[src/rtl/ads8688_pkg.sv]
// Shared constants, FSM state encoding and channel-scan helpers for the
// ADS8688 sequencer.
package ads8688_pkg;

    localparam logic [15:0] CMD_MAN_BASE = 16'hC000;
    localparam logic [15:0] CMD_NOOP     = 16'h0000;
    localparam int          CH_SHIFT     = 10;
    localparam int          FRAME_BITS   = 32;

    typedef enum logic [2:0] {
        ST_IDLE,
        ST_FRAME,
        ST_GAP,
        ST_FLUSH,
        ST_DONE
    } seq_state_e;

    // Lowest enabled channel index >= from; bit 3 flags that one was found.
    function automatic logic [3:0] find_ch(input logic [7:0] mask, input logic [3:0] from);
        logic [3:0] res;
        res = 4'b0000;
        for (int i = 7; i >= 0; i--) begin
            if (mask[i] && (4'(i) >= from)) begin
                res = {1'b1, 3'(i)};
            end
        end
        return res;
    endfunction

    function automatic logic [15:0] man_cmd(input logic [2:0] ch);
        return CMD_MAN_BASE | (16'(ch) << CH_SHIFT);
    endfunction

endpackage

[src/rtl/ads8688_spi_frame.sv]
// One 32-SCLK SPI frame (CPOL=0/CPHA=0): shifts tx_word out MSB first and
// captures the second half-frame from miso into rx_word.
module ads8688_spi_frame
    import ads8688_pkg::*;
#(
    parameter int CLK_DIV = 4
) (
    input  logic        clk,
    input  logic        arstn,
    input  logic        frame_start,
    input  logic [31:0] tx_word,
    input  logic        miso,
    output logic        sclk,
    output logic        csn,
    output logic        mosi,
    output logic        frame_done,
    output logic [15:0] rx_word
);

    localparam int HALF  = CLK_DIV / 2;
    localparam int DIV_W = (HALF > 1) ? $clog2(HALF) : 1;
    localparam logic [DIV_W-1:0] DIV_LAST = DIV_W'(HALF - 1);
    localparam logic [5:0] LAST_BIT = 6'(FRAME_BITS - 1);
    localparam logic [5:0] RX_FROM  = 6'(FRAME_BITS / 2);

    logic             r_active;
    logic             r_tail;
    logic             r_sclk;
    logic             r_csn;
    logic [DIV_W-1:0] r_div;
    logic [5:0]       r_bit;
    logic [31:0]      r_sh;
    logic [15:0]      r_rx;
    logic             w_tick;

    assign w_tick = r_active && !r_tail && (r_div == DIV_LAST);

    always_ff @(posedge clk or posedge arstn) begin
        if (arstn) begin
            r_active <= 1'b0;
            r_tail   <= 1'b0;
            r_sclk   <= 1'b0;
            r_csn    <= 1'b1;
            r_div    <= '0;
            r_bit    <= '0;
            r_sh     <= '0;
            r_rx     <= '0;
        end else if (frame_start) begin
            r_active <= 1'b1;
            r_tail   <= 1'b0;
            r_sclk   <= 1'b0;
            r_csn    <= 1'b0;
            r_div    <= '0;
            r_bit    <= '0;
            r_sh     <= tx_word;
        end else if (r_active) begin
            if (r_tail) begin
                // csn releases one clk after the final falling edge
                r_active <= 1'b0;
                r_tail   <= 1'b0;
                r_csn    <= 1'b1;
            end else if (w_tick) begin
                r_div  <= '0;
                r_sclk <= ~r_sclk;
                if (!r_sclk) begin
                    if (r_bit >= RX_FROM) begin
                        r_rx <= {r_rx[14:0], miso};
                    end
                end else begin
                    r_sh  <= {r_sh[30:0], 1'b0};
                    r_bit <= r_bit + 6'd1;
                    if (r_bit == LAST_BIT) begin
                        r_tail <= 1'b1;
                    end
                end
            end else begin
                r_div <= r_div + DIV_W'(1);
            end
        end
    end

    assign sclk       = r_sclk;
    assign csn        = r_csn;
    assign mosi       = r_sh[31];
    assign frame_done = r_active && r_tail;
    assign rx_word    = r_rx;

endmodule

[src/rtl/ads8688_seq_ctrl.sv]
// ADS8688 manual-channel sequencer: commands each enabled channel in turn and
// reports pipelined results one frame later, ending with a NO_OP flush frame.
module ads8688_seq_ctrl
    import ads8688_pkg::*;
#(
    parameter int NCH     = 8,
    parameter int CLK_DIV = 4,
    parameter int CSH_CYC = 2
) (
    input  logic           clk,
    input  logic           arstn,
    input  logic           start,
    input  logic           stop,
    input  logic           cont,
    input  logic [NCH-1:0] ch_mask,
    output logic           sclk,
    output logic           csn,
    output logic           mosi,
    input  logic           miso,
    output logic           busy,
    output logic           res_valid,
    output logic [2:0]     res_ch,
    output logic [15:0]    res_data,
    output logic           done,
    output logic           cfg_err
);

    localparam int GAP_W = (CSH_CYC > 1) ? $clog2(CSH_CYC) : 1;
    localparam logic [GAP_W-1:0] GAP_LAST = GAP_W'(CSH_CYC - 1);

    seq_state_e       r_state;
    seq_state_e       w_state_n;
    logic [NCH-1:0]   r_mask;
    logic             r_cont;
    logic             r_stop;
    logic [2:0]       r_cur_ch;
    logic [2:0]       r_prev_ch;
    logic             r_prev_vld;
    logic [GAP_W-1:0] r_gap;
    logic             r_res_valid;
    logic [2:0]       r_res_ch;
    logic [15:0]      r_res_data;
    logic             r_cfg_err;

    logic [7:0]       w_mask_in8;
    logic [7:0]       w_mask_lat8;
    logic [3:0]       w_first;
    logic [3:0]       w_after;
    logic [3:0]       w_wrap;
    logic             w_stop_seen;
    logic             w_fstart;
    logic             w_accept;
    logic [2:0]       w_next_ch;
    logic [15:0]      w_cmd;
    logic             w_frame_done;
    logic [15:0]      w_rx_word;

    always_comb begin
        w_mask_in8  = '0;
        w_mask_lat8 = '0;
        for (int i = 0; i < NCH; i++) begin
            w_mask_in8[i]  = ch_mask[i];
            w_mask_lat8[i] = r_mask[i];
        end
    end

    assign w_first     = find_ch(w_mask_in8, 4'd0);
    assign w_after     = find_ch(w_mask_lat8, {1'b0, r_cur_ch} + 4'd1);
    assign w_wrap      = find_ch(w_mask_lat8, 4'd0);
    assign w_stop_seen = r_stop || stop;

    always_ff @(posedge clk or posedge arstn) begin
        if (arstn) begin
            r_state <= ST_IDLE;
        end else begin
            r_state <= w_state_n;
        end
    end

    always_comb begin
        w_state_n = r_state;
        w_fstart  = 1'b0;
        w_accept  = 1'b0;
        w_next_ch = r_cur_ch;
        w_cmd     = CMD_NOOP;
        busy      = 1'b1;
        done      = 1'b0;
        case (r_state)
            ST_IDLE: begin
                busy = 1'b0;
                if (start && w_first[3]) begin
                    w_state_n = ST_FRAME;
                    w_fstart  = 1'b1;
                    w_accept  = 1'b1;
                    w_next_ch = w_first[2:0];
                    w_cmd     = man_cmd(w_first[2:0]);
                end
            end
            ST_FRAME: begin
                if (w_frame_done) w_state_n = ST_GAP;
            end
            ST_GAP: begin
                if (r_gap == GAP_LAST) begin
                    w_fstart = 1'b1;
                    if (w_after[3]) begin
                        w_state_n = ST_FRAME;
                        w_next_ch = w_after[2:0];
                        w_cmd     = man_cmd(w_after[2:0]);
                    end else if (r_cont && !w_stop_seen && w_wrap[3]) begin
                        // next sequence's first command doubles as the flush
                        w_state_n = ST_FRAME;
                        w_next_ch = w_wrap[2:0];
                        w_cmd     = man_cmd(w_wrap[2:0]);
                    end else begin
                        w_state_n = ST_FLUSH;
                    end
                end
            end
            ST_FLUSH: begin
                if (w_frame_done) w_state_n = ST_DONE;
            end
            ST_DONE: begin
                done      = 1'b1;
                w_state_n = ST_IDLE;
            end
            default: w_state_n = ST_IDLE;
        endcase
    end

    always_ff @(posedge clk or posedge arstn) begin
        if (arstn) begin
            r_mask      <= '0;
            r_cont      <= 1'b0;
            r_stop      <= 1'b0;
            r_cur_ch    <= '0;
            r_prev_ch   <= '0;
            r_prev_vld  <= 1'b0;
            r_gap       <= '0;
            r_res_valid <= 1'b0;
            r_res_ch    <= '0;
            r_res_data  <= '0;
            r_cfg_err   <= 1'b0;
        end else begin
            r_res_valid <= 1'b0;
            r_cfg_err   <= (r_state == ST_IDLE) && start && !w_first[3];
            r_gap       <= (r_state == ST_GAP) ? r_gap + GAP_W'(1) : '0;
            if (w_accept) begin
                r_mask     <= ch_mask;
                r_cont     <= cont;
                r_stop     <= 1'b0;
                r_prev_vld <= 1'b0;
            end else if ((r_state != ST_IDLE) && stop) begin
                r_stop <= 1'b1;
            end
            if (w_fstart) begin
                r_cur_ch <= w_next_ch;
            end
            // data in this frame belongs to the previous command frame
            if (w_frame_done) begin
                if (r_prev_vld) begin
                    r_res_valid <= 1'b1;
                    r_res_ch    <= r_prev_ch;
                    r_res_data  <= w_rx_word;
                end
                r_prev_ch  <= r_cur_ch;
                r_prev_vld <= (r_state == ST_FRAME);
            end
        end
    end

    ads8688_spi_frame #(
        .CLK_DIV (CLK_DIV)
    ) u_frame (
        .clk         (clk),
        .arstn       (arstn),
        .frame_start (w_fstart),
        .tx_word     ({w_cmd, 16'h0000}),
        .miso        (miso),
        .sclk        (sclk),
        .csn         (csn),
        .mosi        (mosi),
        .frame_done  (w_frame_done),
        .rx_word     (w_rx_word)
    );

    assign res_valid = r_res_valid;
    assign res_ch    = r_res_ch;
    assign res_data  = r_res_data;
    assign cfg_err   = r_cfg_err;

endmodule

[config.mk]
export PLATFORM = sky130hd
export DESIGN_NAME = ads8688_seq_ctrl
export DESIGN_NICKNAME = d
export VERILOG_FILES = /design/src/rtl/ads8688_pkg.sv /design/src/rtl/ads8688_spi_frame.sv /design/src/rtl/ads8688_seq_ctrl.sv
export SDC_FILE = /design/constraint.sdc
export NUM_CORES = 1
export LEC_CHECK = 0
export BUFFER_PORTS_ARGS = -buffer_cell sky130_fd_sc_hd__buf_2
export CELL_PAD_IN_SITES_DETAIL_PLACEMENT = 2
export CELL_PAD_IN_SITES_GLOBAL_PLACEMENT = 2
export CORE_MARGIN = 2
export CORE_UTILIZATION = 39
export DETAILED_ROUTE_END_ITERATION = 7
export HOLD_SLACK_MARGIN = 0.1
export PLACE_DENSITY = 0.91
export SLEW_MARGIN = 20
export SYNTH_ARGS = -nofsm -noshare
export SYNTH_HDL_FRONTEND = slang
export SYNTH_SLANG_ARGS = --single-unit
[constraint.sdc]
create_clock -name clk -period 2.65 [get_ports clk]
set_input_delay 0.53 -clock clk [delete_from_list [all_inputs] [get_ports clk]]
set_output_delay 0.53 -clock clk [all_outputs]
set_load 0.02 [all_outputs]
==> qor.csv <==
metric,value,unit
critPathMaxFanout,7,
clock-sinks,75,
gp_congestion,0.7437,
wire_per_inst,19.51,um
vdd_drop_max,0.0002704,V
endpoint_kind,flop,
insertion_delay,0.35,ns
firstDrtPassIters,4,
r2r_start,r_cur_ch[0]$_DFFE_PP0P_,
arrival,2.56,ns
core-area,8678,um2
seq_power_share,53.6,%
start_util,39.99,%
cellPowerDensity,542.4,nW/um2
cpPeakStageDelay,0.47,ns
die_width,98.34,um
netlist_instances,301,
via_per_inst,5.424,
clock.fmax,425.9,MHz
path_clk_slew,0.09,ns
whs,0.4129,ns
worst-slew-pin-transition,0.4902,ns
synth_seq_cells,75,
rsz0062_at_grt,no,
required,2.87,ns
p_leak,2.018,nW
min_period,2.348,ns
vias,2506,
clk_path_buf_depth,2,
clkPwrFrac,41.6,%
synth_fp_nets,319,
fillCellCount,898,
swShare,24.85,%
status,completed,
cp_top_family,compound AO/OA/AOI/OAI gates,
slew_headroom,67.32,%
drt-initial-drc-count,45,
synthArstFlopShare,100.0,%
design_area,4006,um2
reg2reg_depth,8,
cellInternalPower,1.633,mW
grt_max_degree,40,
synth_edf_count,0,
grt_usage,20.01,%
synthTopCellsByArea,"dfrtp_1 53%, mux2_2 10%, mux2_4 4.3%",
r2r_end,u_frame.r_sh[28]$_DFFE_PP0P_,
min_path_cells,2,
dieArea,9670,um2
cts-root-buf,clkbuf_8,
critPathLaunchType,flop,
row_count,34,
synth_ff_type,dfrtp_1,
seq_area_frac_synth,54.11,%
tns,0,ns
switchingPower,0.5400,mW
antenna_found_initial,0,
synth_area_per_cell,11.53,um2
cts_setup_buffers,0,
cts-buffers-inserted,9,
total_power,2.173,mW
crit_chain,"inv_1, ha_1, a2bb2oi_1, o221ai_1, o211a_1, o31ai_1, a41oi_1, o21ai_0",
num-nets-final,367,
grt.overflow.total,0,
cpMaxStageDelayCell,dfrtp_1,
slew_violations,0,
dp_hpwl,6748,um
finalHoldViolCount,0,
hold_end,r_cont$_DFFE_PP0P_,
netlist.area_leader.share,53.35,%
grt_pass1_wl,15160,um
diodes,0,
synth_cell_types,51,
ios,40,
io_buffers,39,
wl,9013,um
fin_worst_skew,0.01008,ns
hold_start,cont,
layout-drive-gt1-share,32.20,%
fin_crit_sh,88.60,%
crit_buf_inv,1,
synth_area_leader_cell,dfrtp_1,
cts_tree,done,
fp.dieH,98.34,um
syn_area,3471,um2
placed_area,3796,um2
layout.cells.non_filler,462,
setup_viol,0,
dp.cells,445,
hold_path_class,input port to flop,
crit_type,flop to flop,
first_global_vias,2857,
htreeDepth,3,
drc_errors,0,
share_comb_of_total_power,4.8,%
ant_nets,0,
syn_to_final_growth,15.43,%
cap_violations,0,
regToRegSetupSlack,0.30,ns
yosys_warnings,0,
[what timing repair did]
item                                    4_1_cts  5_1_grt
hold buffers                                  1        0
resized for setup                             0        1
hold endpoints to repair                      1        0
endpoints found under the setup margin        0        3
[cell type report]
cell class              count  area, um2  share of cell area (%)
repair buffers             46      250.2                   6.246
clock buffers              10      127.6                   3.186
well taps                 108      135.1                   3.373
multi-input cells         204       1491                   37.23
flip-flops and latches     75       1878                   46.88
clock inverters             6      72.57                   1.811
inverters                  13      51.30                   1.280
[worst max path at each step]
stage | start | end | slack [ns] | cells past startpoint
floorplan | arstn | cfg_err$_DFF_PP0_ | 0.21 | 1
global placement | ch_mask[7] | u_frame.rx_word[4]$_DFFE_PP0P_ | 0.21 | 7
detailed placement | ch_mask[7] | u_frame.rx_word[9]$_DFFE_PP0P_ | 0.10 | 7
CTS | r_cur_ch[0]$_DFFE_PP0P_ | r_cur_ch[0]$_DFFE_PP0P_ | 0.16 | 7
global route | r_cur_ch[0]$_DFFE_PP0P_ | r_cur_ch[0]$_DFFE_PP0P_ | 0.07 | 7
finish | r_cur_ch[0]$_DFFE_PP0P_ | u_frame.r_sh[28]$_DFFE_PP0P_ | 0.30 | 8
[cell usage after synthesis (5+ instances only)]
master	count
inv_1	12
dfrtp_1	74
a21oi_1	14
clkbuf_1	6
mux2_4	10
nor3_1	5
o21ai_0	16
nand3_1	7
nor2_1	26
and3_1	5
nand2_1	29
mux2_2	32
[metal layers]
layer  GRT usage, %  part of all wire [%]  routed length (um)  vias to the layer above
li1               -                     -                   -                     1161
met4          5.690                  0.99                  89                        0
met2          37.83                    55                4956                       50
met5              0                     0                   0                        -
met1          23.69                    42                3747                     1288
met3          2.434                   2.4                 219                        7
[cells in the final DEF, fill, tap and decap left out, drive strengths merged, types with 4 or more instances in the layout]
master and instances:
nand2 30, o21ai 16, nor2 26, inv 15
ha 4, and3 5, clkbuf 10, mux2 42
buf 45, a21oi 14, dfrtp 74, nor3 5
xnor2 4, nand3 7, xor2 4
[per-stage QoR]
| stage | util, % | worst slack, ns |
|---|---|---|
| finish | 46.16 | 0.3022 |
| global route | 46.16 | 0.07238 |
| floorplan | - | 0.2117 |
| CTS | 46.16 | 0.1568 |
| detailed placement | 43.74 | 0.1020 |
| global placement | 43.74 | 0.2095 |
[cell families (layout without fill, tap and decap cells)]
logic type      Yosys count  in the layout  share of synthesized area [%]
fa+ha+maj                 4              4                          1.442
compound gates           56             56                          10.64
mux                      44             44                          15.28
flops                    75             75                          54.11
buf+inv                  22             75                          2.920
simple gates             92             92                          13.59
xor+xnor                  8              8                          2.019
[state kept, by name, summed over array words and instances (netlist names), 3 cells and up]
name             count
r_mask               8
u_frame.rx_word     16
r_cur_ch             3
r_prev_ch            3
u_frame.r_sh         6
res_ch               3
r_state              3
u_frame.r_bit        6
res_data            16
[power groups by stage]
stage / Clock [mW] / Combinational, mW / Sequential, mW
after floorplan: 0 / 0.0634 / 1.18
after global placement: 0 / 0.0982 / 1.19
after detailed placement: 0 / 0.105 / 1.19
after CTS: 0.925 / 0.107 / 1.16
after global routing: 0.975 / 0.118 / 1.17
final: 0.905 / 0.104 / 1.16
(Power assumes the default switching activity.)
